===== src/rtl/ram_pkg.sv =====
// Shared definitions for the word-array RAM: controller state encoding and
// request-direction constants.
package ram_pkg;

    // Controller states: zero-fill sweep, waiting for a request, response pulse
    typedef enum logic [1:0] {
        INIT = 2'd0,
        IDLE = 2'd1,
        RESP = 2'd2
    } state_t;

    // Value of the rw request bit for each direction
    localparam logic RW_WRITE = 1'b1;
    localparam logic RW_READ  = 1'b0;

endpackage


===== src/rtl/ram_row.sv =====
// One storage word of the RAM. The row has no reset of its own: the top-level
// controller zero-fills every row with a sweep after each reset.
module ram_row #(
    parameter int W = 8
) (
    input  logic         clk,
    input  logic         we,
    input  logic [W-1:0] d,
    output logic [W-1:0] q
);

    logic [W-1:0] word_q;

    // Capture the write data when this row is addressed
    always_ff @(posedge clk) begin
        if (we) begin
            word_q <= d;
        end
    end

    assign q = word_q;

endmodule


===== src/rtl/ram_word_array.sv =====
// Clocked word RAM: DEPTH words of WIDTH bits behind a sel/rw/addr request
// port with rdy/ack handshake and registered read data. After every reset the
// controller sweeps all rows to zero before raising rdy. One access completes
// every two cycles (accept in IDLE, ack pulse in RESP).
// Optional feature macro: RAM_PARITY_EN adds an even-parity bit per word, a
// par_inj test input and a par_err status output.
module ram_word_array
    import ram_pkg::*;
#(
    parameter int WIDTH = 8,
    parameter int DEPTH = 16,
    parameter int AW    = 4
) (
    input  logic             clk,
    input  logic             rst_n,
    input  logic             sel,
    input  logic             rw,
    input  logic [AW-1:0]    addr,
    input  logic [WIDTH-1:0] in,
`ifdef RAM_PARITY_EN
    input  logic             par_inj,
    output logic             par_err,
`endif
    output logic             rdy,
    output logic             ack,
    output logic [WIDTH-1:0] out,
    output logic             err
);

`ifdef RAM_PARITY_EN
    localparam int ROW_BITS = WIDTH + 1;
`else
    localparam int ROW_BITS = WIDTH;
`endif

    // DEPTH widened by one bit so that DEPTH == 2**AW still compares correctly
    localparam logic [AW:0]   DEPTH_EXT = (AW + 1)'(DEPTH);
    localparam logic [AW-1:0] LAST_IDX  = AW'(DEPTH - 1);

    state_t             state_q, state_d;
    logic [AW-1:0]      cnt_q, cnt_d;
    logic [WIDTH-1:0]   out_q, out_d;
    logic               err_q, err_d;
`ifdef RAM_PARITY_EN
    logic               par_err_q, par_err_d;
`endif

    // Single write port into the row array, shared by the sweep and requests
    logic               wr_en;
    logic [AW-1:0]      wr_idx;
    logic [ROW_BITS-1:0] wr_word;

    logic [DEPTH-1:0]    row_we;
    logic [ROW_BITS-1:0] row_q [DEPTH];
    logic [ROW_BITS-1:0] rd_word;
    logic                addr_ok;

    assign addr_ok = ({1'b0, addr} < DEPTH_EXT);

    // Row storage with one-hot write-enable decode
    genvar gi;
    generate
        for (gi = 0; gi < DEPTH; gi++) begin : g_row
            assign row_we[gi] = wr_en && (wr_idx == AW'(gi));
            ram_row #(
                .W (ROW_BITS)
            ) u_row (
                .clk (clk),
                .we  (row_we[gi]),
                .d   (wr_word),
                .q   (row_q[gi])
            );
        end
    endgenerate

    // Read mux: selects the addressed row; only used when addr_ok
    always_comb begin
        rd_word = '0;
        for (int i = 0; i < DEPTH; i++) begin
            if (addr == AW'(i)) begin
                rd_word = row_q[i];
            end
        end
    end

    // Controller next-state, sweep, request decode and handshake outputs
    always_comb begin
        state_d   = state_q;
        cnt_d     = cnt_q;
        out_d     = out_q;
        err_d     = err_q;
`ifdef RAM_PARITY_EN
        par_err_d = par_err_q;
`endif
        wr_en     = 1'b0;
        wr_idx    = cnt_q;
        wr_word   = '0;
        rdy       = 1'b0;
        ack       = 1'b0;

        case (state_q)
            INIT: begin
                // Zero word[cnt]; an all-zero word already has even parity
                wr_en   = 1'b1;
                wr_idx  = cnt_q;
                wr_word = '0;
                if (cnt_q == LAST_IDX) begin
                    state_d = IDLE;
                    cnt_d   = '0;
                end else begin
                    cnt_d = cnt_q + 1'b1;
                end
            end

            IDLE: begin
                rdy = 1'b1;
                if (sel) begin
                    state_d = RESP;
                    if (!addr_ok) begin
                        // Out-of-range: no memory access, read data untouched
                        err_d = 1'b1;
`ifdef RAM_PARITY_EN
                        par_err_d = 1'b0;
`endif
                    end else if (rw == RW_WRITE) begin
                        wr_en  = 1'b1;
                        wr_idx = addr;
`ifdef RAM_PARITY_EN
                        wr_word   = {(^in) ^ par_inj, in};
                        par_err_d = 1'b0;
`else
                        wr_word = in;
`endif
                        err_d = 1'b0;
                    end else if (rw == RW_READ) begin
                        out_d = rd_word[WIDTH-1:0];
                        err_d = 1'b0;
`ifdef RAM_PARITY_EN
                        par_err_d = rd_word[WIDTH] ^ (^rd_word[WIDTH-1:0]);
`endif
                    end
                end
            end

            RESP: begin
                ack     = 1'b1;
                state_d = IDLE;
            end

            default: begin
                state_d = INIT;
                cnt_d   = '0;
            end
        endcase
    end

    // State, sweep counter and output registers; reset restarts the sweep
    always_ff @(posedge clk or negedge rst_n) begin
        if (!rst_n) begin
            state_q   <= INIT;
            cnt_q     <= '0;
            out_q     <= '0;
            err_q     <= 1'b0;
`ifdef RAM_PARITY_EN
            par_err_q <= 1'b0;
`endif
        end else begin
            state_q   <= state_d;
            cnt_q     <= cnt_d;
            out_q     <= out_d;
            err_q     <= err_d;
`ifdef RAM_PARITY_EN
            par_err_q <= par_err_d;
`endif
        end
    end

    assign out = out_q;
    assign err = err_q;
`ifdef RAM_PARITY_EN
    assign par_err = par_err_q;
`endif

endmodule


===== config.mk =====
export PLATFORM = sky130hd
export DESIGN_NAME = ram_word_array
export DESIGN_NICKNAME = d
export VERILOG_FILES = /design/src/rtl/ram_pkg.sv /design/src/rtl/ram_row.sv /design/src/rtl/ram_word_array.sv
export SDC_FILE = /design/constraint.sdc
export NUM_CORES = 1
export LEC_CHECK = 0
export BUFFER_PORTS_ARGS = -buffer_cell sky130_fd_sc_hd__buf_2
export CAP_MARGIN = 30
export CORE_ASPECT_RATIO = 0.6
export CORE_MARGIN = 4
export CORE_UTILIZATION = 50
export CTS_CLUSTER_DIAMETER = 80
export DETAILED_ROUTE_END_ITERATION = 10
export HOLD_SLACK_MARGIN = 0.12
export PLACE_DENSITY = 0.7
export SLEW_MARGIN = 20
export SYNTH_ARGS = -nofsm -noshare
export SYNTH_HDL_FRONTEND = slang
export SYNTH_SLANG_ARGS = --single-unit

===== constraint.sdc =====
create_clock -name clk -period 5.4 [get_ports clk]
set_clock_uncertainty 0.05 [all_clocks]
set_input_delay 0.81 -clock clk [delete_from_list [all_inputs] [get_ports clk]]
set_output_delay 0.81 -clock clk [all_outputs]
set_load 0.01 [all_outputs]

# After elaboration in Yosys (flattened, before gate mapping)
# Cells that the tools add are included.
# word_totals
out_inout_bits	11
inputBits	16
ff_bits	142
elab_cells	110
# op_classes
add_sub_neg	1
n_mux	32
n_reduce_logical	22
eq_ne	35
n_bitwise	1
# op_table
op	count
8-bit 2-to-1 mux	19
4-bit == test (second input constant)	17
4-bit by 3-bit == test with 1-bit output (second input constant)	8
4-bit by 2-bit == test with 1-bit output (second input constant)	4
1-bit logical AND	16
4-bit 2-to-1 mux	4
4-bit by 1-bit == test with 1-bit output (second input constant)	2
4-bit logical NOT	2
4-bit one-hot mux with 2 select lines	1
2-bit one-hot mux with 3 select lines	1
4-bit by 1-bit adder with 4-bit output (second input constant)	1
1-bit 2-to-1 mux	4
2-bit 2-to-1 mux	2
2-bit inequality test (second input constant)	2
3-bit AND reduction	1
2-bit by 1-bit == test with 1-bit output (second input constant)	1
2-bit == test (second input constant)	1
2-bit logical NOT	1
1-bit one-hot mux with 2 select lines	1
2-bit AND reduction	1
2-bit OR reduction	1
1-bit NOT	1

# Depth between registers and ports, before layout
# Gate-level depths: netlist (run 1).
# depth
ltp_word	17
depth_mapped	9
mapped_depth_nobuf	7

# Hierarchy
# From an unflattened synthesis (run 1), not the netlist that was laid out.
# unflattened
cells_unflattened	442
hier_area_um2	6187.2
# by_module_without_submodules
mod	n_inst	area_each_um2	seq_area_each_um2	cells_per_inst
ram_row	16	240.2	240.2	8
ram_word_array	1	2343.5	350.3	314

# Least setup slack after synthesis (run 1)
# No wires, ideal clock.
# synth_path
kind	input port to flip-flop
startpoint	input addr[2]
endpoint	register g_row[15].u_row.word_q[0], enable pin
n_path_buf	3
t_arrival_ps	2082
cell_stages	7
required_ps	4980
setup_time_ps	370
setup_slack_ps	2898
cell_sequence	buf_2 -> buf_4 -> clkbuf_1 -> nand2_1 -> nor2_1 -> a31oi_1 -> nor2_1
# synth_via
elab_chain_cells	5
# synth_rtl
element	line_no	source
start: declaration	ram_word_array.sv:18	input logic [AW-1:0] addr,
4-bit 2-to-1 mux	ram_word_array.sv:125	end else if (rw == RW_WRITE) begin
4-bit 2-to-1 mux	ram_word_array.sv:117	if (sel) begin
4-bit 2-to-1 mux	ram_word_array.sv:101	case (state_q)
4-bit == test	ram_word_array.sv:64	assign row_we[gi] = wr_en && (wr_idx == AW'(gi));
1-bit logical AND	ram_word_array.sv:64	
net g_row[15].u_row.we	ram_row.sv:7	input logic we,
end signal: assignment	ram_row.sv:17	word_q <= d;
end: declaration	ram_row.sv:12	logic [W-1:0] word_q;
# The timed path passes the listed nets, and every way through them passes these cells.
# A chain may end at the register's enable or synchronous reset.

# Worst setup path after layout (run 1)
# layout_path
startpoint	input addr[0]
endpoint	register out_q[3] (netlist: out[3])
# layout_via
elab_chain_cells	17
elab_cells_between_ends	32
cone_classes	eq/ne (15); mux (16); reduce/logical (1)
# layout_rtl
element	line_no	source
4-bit logical NOT	ram_word_array.sv:80	if (addr == AW'(i)) begin
8-bit 2-to-1 mux (15 in series)	ram_word_array.sv:80	
8-bit 2-to-1 mux (*)	ram_word_array.sv:80	
end signal: assignment	ram_word_array.sv:170	out_q <= out_d;
end: declaration	ram_word_array.sv:42	logic [WIDTH-1:0] out_q, out_d;
# Every way passes the cells marked *; elsewhere a longest branch is shown, timed or not.

==> results of run 1 <==
[cell usage in the layout (no fill, tap or decap), types with 5 or more instances in the layout]
cell / n
nor2b_1: 5
nor2_1: 49
dfrtp_1: 14
o22ai_1: 8
clkbuf_16: 17
buf_2: 25
inv_1: 5
mux4_2: 8
a21oi_1: 29
buf_4: 10
edfxtp_1: 128
o2bb2ai_1: 5
nand2_1: 34
mux2_2: 9
nand3_1: 6
o21ai_0: 35
a31oi_1: 8
nand2b_1: 7
and2_1: 9
ha_1: 5
mux2i_1: 22
[power by group through the flow]
stage          registers (mW)  logic [mW]  clock network, mW
2_1_floorplan            1.39       0.301                  0
3_3_place_gp             1.40       0.452                  0
3_5_place_dp             1.40       0.466                  0
5_1_grt                  1.39       0.529               1.23
4_1_cts                  1.38       0.468               1.18
6_report                 1.38       0.487               1.16
[stage by stage]
| step | total power [mW] | worst slack [ns] |
|---|---|---|
| 3_3_place_gp | 1.85 | 2.08 |
| 2_1_floorplan | 1.70 | 2.90 |
| 6_report | 3.03 | 2.43 |
| 5_1_grt | 3.15 | 2.28 |
| 4_1_cts | 3.03 | 2.50 |
| 3_5_place_dp | 1.87 | 2.06 |
[critical path: cells and delay by family]
kind | cells | cell delay, ns
simple gates | 1 | 0.64
buf+inv | 2 | 1.22
compound gates | 3 | 0.56
[flip-flops by register name, indices dropped and copies added, names as in the netlist]
register and count:
cnt_q 4, out 8, state_q 2, g_row.u_row.q 128
[worst min-delay path by stage]
stage | end | start | cells after the start | slack [ns]
after floorplan | state_q[0] | state_q[0] | 2 | 0.45
after global placement | state_q[0] | state_q[0] | 2 | 0.48
after detailed placement | out[0] | out[0] | 2 | 0.48
after CTS | state_q[1] | rst_n | 1 | 0.26
after global routing | state_q[0] | rst_n | 1 | 0.28
final | cnt_q[2] | rst_n | 1 | 0.26
[kinds of logic after synthesis]
group / count (synthesis) / share of synthesized area [%]
simple gates: 131 / 9.62
fa+ha+maj: 5 / 0.974
other cells: 1 / 0.0584
flops: 142 / 65.3
mux: 41 / 8.63
buf+inv: 39 / 3.12
compound gates: 123 / 12.3
[final cells by class]
cell class | count | area (sq um) | share of cell area [%]
Sequential cell | 142 | 4190 | 58.0
Inverter | 5 | 18.8 | 0.259
Timing Repair Buffer | 35 | 200 | 2.77
Multi-Input combinational cell | 301 | 2030 | 28.0
Clock inverter | 15 | 163 | 2.25
Clock buffer | 17 | 425 | 5.88
Tap cell | 165 | 206 | 2.85
[per-layer routing]
metal,share of wire [%],vias up
met3,11,23
met2,42,271
met4,1.3,0
li1,-,1885
met5,0,-
met1,47,2128
==> out/metrics.cfg, run 1 <==
[synthesis]
synth.distinct_cells = 54
ys_top_cells_by_count = edfxtp_1 (128), nor2_1 (49), o21ai_0 (35)
yosysMostFrequentCell = edfxtp_1
ys_ff_latch = 142
synth-edff-count = 128
synth_top_area_share_pct = 59.8
ys_warn_count = 0
synth_area_sq_um = 6420
syn_area_per_cell_sq_um = 13.3
netlist_top_cells_area = edfxtp_1 (60%), dfrtp_1 (5.5%), mux2i_1 (3.4%), nor2_1 (2.9%), mux4_2 (2.8%)
synth_nets = 503
synth_area_leader_cell = edfxtp_1
synth-seq-area-share_pct = 65.3
synthCells = 482
ys_async_sr_fraction_pct = 9.86
synth_flop_cell = edfxtp_1

[clocking]
cts.clk_slew.worst_paths_ns = 0.06
cts_tree = built
cts_buffer_depth = 2
post_cts_buffers = 0
cts_resized = 0
cts_inserted_buffers = 17
cts.sinks = 142
clk_latency_ns = 0.42
hold_buffers = 0
htree_levels = 4
cts-root-buf = clkbuf_16

[power]
power.density_nw_per_um2 = 419
switching_share_pct = 28.0
power.internal_mw = 2.18
irDropWorstVdd_uv = 237
p_leak_nw = 2.57
power_switching_uw = 850
seqPwrFrac_pct = 45.5
combPwrFrac_pct = 16.1
power.share.clock_pct = 38.4

[detailed_routing]
drtAntennaViolNets = 0
drc_errors = 0
drt_first_pass_iters = 6
routedWlPerCell_microns = 23.0
post_drt_via_cell_ratio = 6.33
drt_iter0_drc = 571
routed_wl_microns = 15600
vias = 4307

[hold_path]
min_path_type = primary input to asynchronous set/reset pin

[floorplanning]
die_height_microns = 95.8
top_level_ports = 27
die_w_microns = 154
fp-row-count = 31
coreArea_sq_um = 12300
start_util_pct = 52.2
die_area_sq_um = 14800

[layout]
design_area_sq_um = 7240
areaGrowthSynthToFinish_pct = 12.7
diodes = 0
postLayoutCoreUtil_pct = 58.9
final_cells = 680
fill_cells = 932
nets = 523
drive_above_1_share_pct = 16.9

[setup_path]
rr_worst_depth = 5
startpoint = addr[0]
regToRegSetupSlack_ns = 2.49
cpMostUsedCell = a32o_1
r2r_start = state_q[1]
crit_type = primary input to register
path_max_fanout = 42
start_kind = primary input
end_kind = register
reg2reg_to = g_row[14].u_row.q[7]
worstPathCellList = buf_2 -> inv_1 -> or4_1 -> a32o_1 -> a32o_1 -> a21oi_1
required_ns = 5.70
cp_slowest_cell = buf_2
cpPeakStageDelay_ns = 0.69
cp_data_arrival_time_ns = 3.27
crit_end = out[3]

[sta]
slew_headroom_pct = 34.4
slew_viol_final = 0
fin_setup_tns_ns = 0
setup_viol = 0
timing.fmax_mhz = 337
max_slew.worst_pin.slew_ns = 0.980
hold_violations = 0
finalCritPeriodShare_pct = 54.9
fin_crit_ns = 2.97
rsz0062_at_grt = no
hold_ws_ns = 0.262

[global_routing]
grt_usage_pct = 22.1
use_met2_pct = 30.1
grt_first_pass_wirelength_microns = 24200
grt_max_degree = 49
grt_overflow_total = 0
antenna_found_initial = 0
met3_usage_pct = 5.53
grt_pass1_vias = 4032
top_usage_layer = met1
grt_use_met1_pct = 34.3

[run_status]
status = complete, no violations

[place]
hpwlAfterDp_microns = 10100
post_dp_cell_area_sq_um = 6600
placedCellCount = 642
port_buffers = 25
place_congestion = 1.00

[run]
cap_violations = 0

(Power assumes the default switching activity.)
==> inputs of run 2 (changes only) <==
Settings changed: ABC_AREA from default to 1.
Clock period 5.4 ns to 2.78 ns, I/O delays scaled along.
==> run 2 against run 1 <==
First-iteration DRC count down 11%. Count of clock-buffer cells in the layout unchanged. Synthesized cell count up 9.1%. Largest cell class unchanged. Combinational power up 100%. Setup slack worse by 2.1 ns. Sequential share of layout area up 1.5 points. Largest power group unchanged. Final area down 2.5%.
==> out/metrics.cfg, run 2 <==
[setup_path]
start_kind = register  ; was primary input
path_max_fanout = 10  ; was 42
cp_data_arrival_time_ns = 2.47  ; was 3.27 ns
crit_type = register to register  ; was primary input to register
required_ns = 2.80  ; was 5.70 ns
end_kind = register  ; unchanged

[clocking]
htree_levels = 4  ; unchanged
clk_latency_ns = 0.41  ; was 0.42 ns
cts_tree = built  ; unchanged
cts_buffer_depth = 2  ; unchanged
cts_inserted_buffers = 17  ; unchanged
cts-root-buf = clkbuf_16  ; unchanged
cts.clk_slew.worst_paths_ns = 0.06  ; about the same
cts.sinks = 142  ; unchanged
post_cts_buffers = 0  ; unchanged

[sta]
fin_setup_tns_ns = 0  ; unchanged
timing.fmax_mhz = 408
max_slew.worst_pin.slew_ns = 0.744  ; was 0.980 ns
hold_violations = 0  ; unchanged
finalCritPeriodShare_pct = 88.1
setup_viol = 0  ; unchanged
rsz0062_at_grt = no  ; unchanged
slew_headroom_pct = 50.3  ; was 34.4%
hold_ws_ns = 0.338  ; was 0.262 ns
fin_crit_ns = 2.45
slew_viol_final = 0  ; unchanged

[synthesis]
syn_area_per_cell_sq_um = 11.2  ; was 13.3 sq um
ys_top_cells_by_count = edfxtp_1 (128), nand2_1 (121), nor2_1 (72)  ; was edfxtp_1 (128), nor2_1 (49), o21ai_0 (35)
synth.distinct_cells = 22  ; was 54
synth_flop_cell = edfxtp_1  ; unchanged
ys_async_sr_fraction_pct = 9.86  ; unchanged
synth-seq-area-share_pct = 71.3  ; was 65.3%
synth-edff-count = 128  ; unchanged
yosysMostFrequentCell = edfxtp_1  ; unchanged
synthCells = 526  ; was 482
synth_nets = 547  ; was 503
netlist_top_cells_area = edfxtp_1 (65%), nand2_1 (7.7%), dfrtp_1 (6.0%), nor2_1 (4.6%), inv_1 (3.9%)  ; was edfxtp_1 (60%), dfrtp_1 (5.5%), mux2i_1 (3.4%), nor2_1 (2.9%), mux4_2 (2.8%)
synth_area_leader_cell = edfxtp_1  ; unchanged
ys_ff_latch = 142  ; unchanged
ys_warn_count = 0  ; unchanged
synth_top_area_share_pct = 65.3  ; was 59.8%
synth_area_sq_um = 5880  ; was 6420 sq um

[layout]
fill_cells = 928  ; was 932
diodes = 0  ; unchanged
most-common-layout-cells = edfxtp_1 (128), nand2_1 (121), nor2_1 (71)  ; was edfxtp_1 (128), nor2_1 (49), o21ai_0 (35)
nets = 613  ; was 523
postLayoutCoreUtil_pct = 61.8  ; was 58.9%
regArea_sq_um = 4190  ; unchanged
final_common_cell = edfxtp_1  ; unchanged
largest_register_ffs = 128  ; unchanged
areaGrowthSynthToFinish_pct = 19.9  ; was 12.7%
multi_input_area_sq_um = 1420  ; was 2030 sq um
drive_above_1_share_pct = 16.4  ; was 16.9%

[global_routing]
antenna_found_initial = 0  ; unchanged
grt_usage_pct = 22.2  ; was 22.1%
grt_max_degree = 23  ; was 49
grt_pass1_vias = 3953  ; was 4032
grt_overflow_total = 0  ; unchanged
grt_first_pass_wirelength_microns = 22200  ; was 24200 microns

[place]
port_buffers = 25  ; unchanged
hpwlAfterDp_microns = 9720  ; was 10100 microns
place_congestion = 0.901  ; was 1.00

[detailed_routing]
drt_iter0_drc = 509  ; was 571
vias = 4113  ; was 4307
routedWlPerCell_microns = 18.6  ; was 23.0 microns
drc_errors = 0  ; unchanged
post_drt_via_cell_ratio = 5.38  ; was 6.33
drtAntennaViolNets = 0  ; unchanged
routed_wl_microns = 14200  ; was 15600 microns
drt_first_pass_iters = 5  ; was 6

[run]
cap_violations = 0  ; unchanged

[power]
power.density_nw_per_um2 = 888  ; was 419 nW/um^2
p_leak_nw = 2.91  ; was 2.57 nW
p_total_mw = 6.27  ; was 3.03 mW
irDropWorstVdd_uv = 532  ; was 237 uV

[floorplanning]
die_area_sq_um = 13600  ; was 14800 sq um
top_level_ports = 27  ; unchanged
coreArea_sq_um = 11400  ; was 12300 sq um
die_height_microns = 92.0  ; was 95.8 microns
start_util_pct = 51.6  ; was 52.2%
fp-row-count = 30  ; was 31
die_w_microns = 148  ; was 154 microns

[hold_path]
min_path_type = primary input to register  ; was primary input to asynchronous set/reset pin

[run_status]
status = complete, no violations  ; unchanged

-- run 2: changes by cell type after synthesis, moves of 9 or more --
cell / change
buf_2: -11
mux2i_1: -22
nand3_1: +37
nand4_1: +19
nand2_1: +87
clkbuf_1: -10
mux2_2: -9
and2_1: -9
inv_1: +56
o21ai_0: -26
nor2_1: +23
-- run 2: repair_timing --
| item | 4_1_cts | 5_1_grt |
|---|---|---|
| resized for setup | 0 | 1 |
| hold endpoints to repair | 14 | 0 |
| setup endpoints to repair | 0 | 8 |
| hold buffers | 1 | 0 |
-- run 2: layout make-up --
class                   count  area share [%]
flip-flops and latches    142            59.4
clock inverters            15            3.32
well taps                 160            2.84
clock buffers              17            6.03
multi-input cells         314            20.2
repair buffers             53            4.79
inverters                  64            3.40
-- run 2: cells by family after synthesis --
family / synth area share, %
simple gates: 19.8
other cells: 0.0637
buf+inv: 4.55
compound gates: 3.10
xor+xnor: 0.149
fa+ha+maj: 1.06
flops: 71.3
-- run 2: path summary, 6_finish.rpt --
path / from / to / slack [ns] / cells after the start
max: state_q[1] / g_row[13].u_row.q[3] / 0.33 / 6
min: in[7] / g_row[1].u_row.q[7] / 0.34 / 3
max reg2reg: state_q[1] / g_row[13].u_row.q[3] / 0.33 / 6
min reg2reg: out[2] / out[2] / 0.42 / 2
max in group asynchronous: rst_n / out[6] / 2.01 / 2
min in group asynchronous: rst_n / out[7] / 0.39 / 2
-- run 2: worst max-delay path: stages (launching register included) --
cell and delay [ns]:
dfrtp_1 0.39, inv_1 0.11, ha_1 0.25, nand3_1 0.31
o21ai_0 0.39, nand3_1 0.23, nor2_2 0.38
-- run 2: power breakdown --
group,internal (mW),switching [mW]
clock network,1.61,0.914
logic,0.298,0.676
registers,2.66,0.111
total,4.57,1.70
-- run 2: per-stage QoR --
stage	std cells	area, sq um	setup slack (ns)
2_1_floorplan	526	5880	0.461
3_3_place_gp	732	6380	0.367
3_5_place_dp	732	6380	0.166
4_1_cts	765	7050	0.146
5_1_grt	765	7060	0.113
6_report	765	7060	0.330
-- run 2: routing by layer --
layer | vias to the layer above | track usage, % | share of wire (%)
met1 | 1978 | 34.4 | 49
li1 | 1918 | - | -
met4 | 0 | 6.23 | 1.4
met5 | - | 0 | 0
met2 | 196 | 29.4 | 40
met3 | 21 | 7.70 | 10
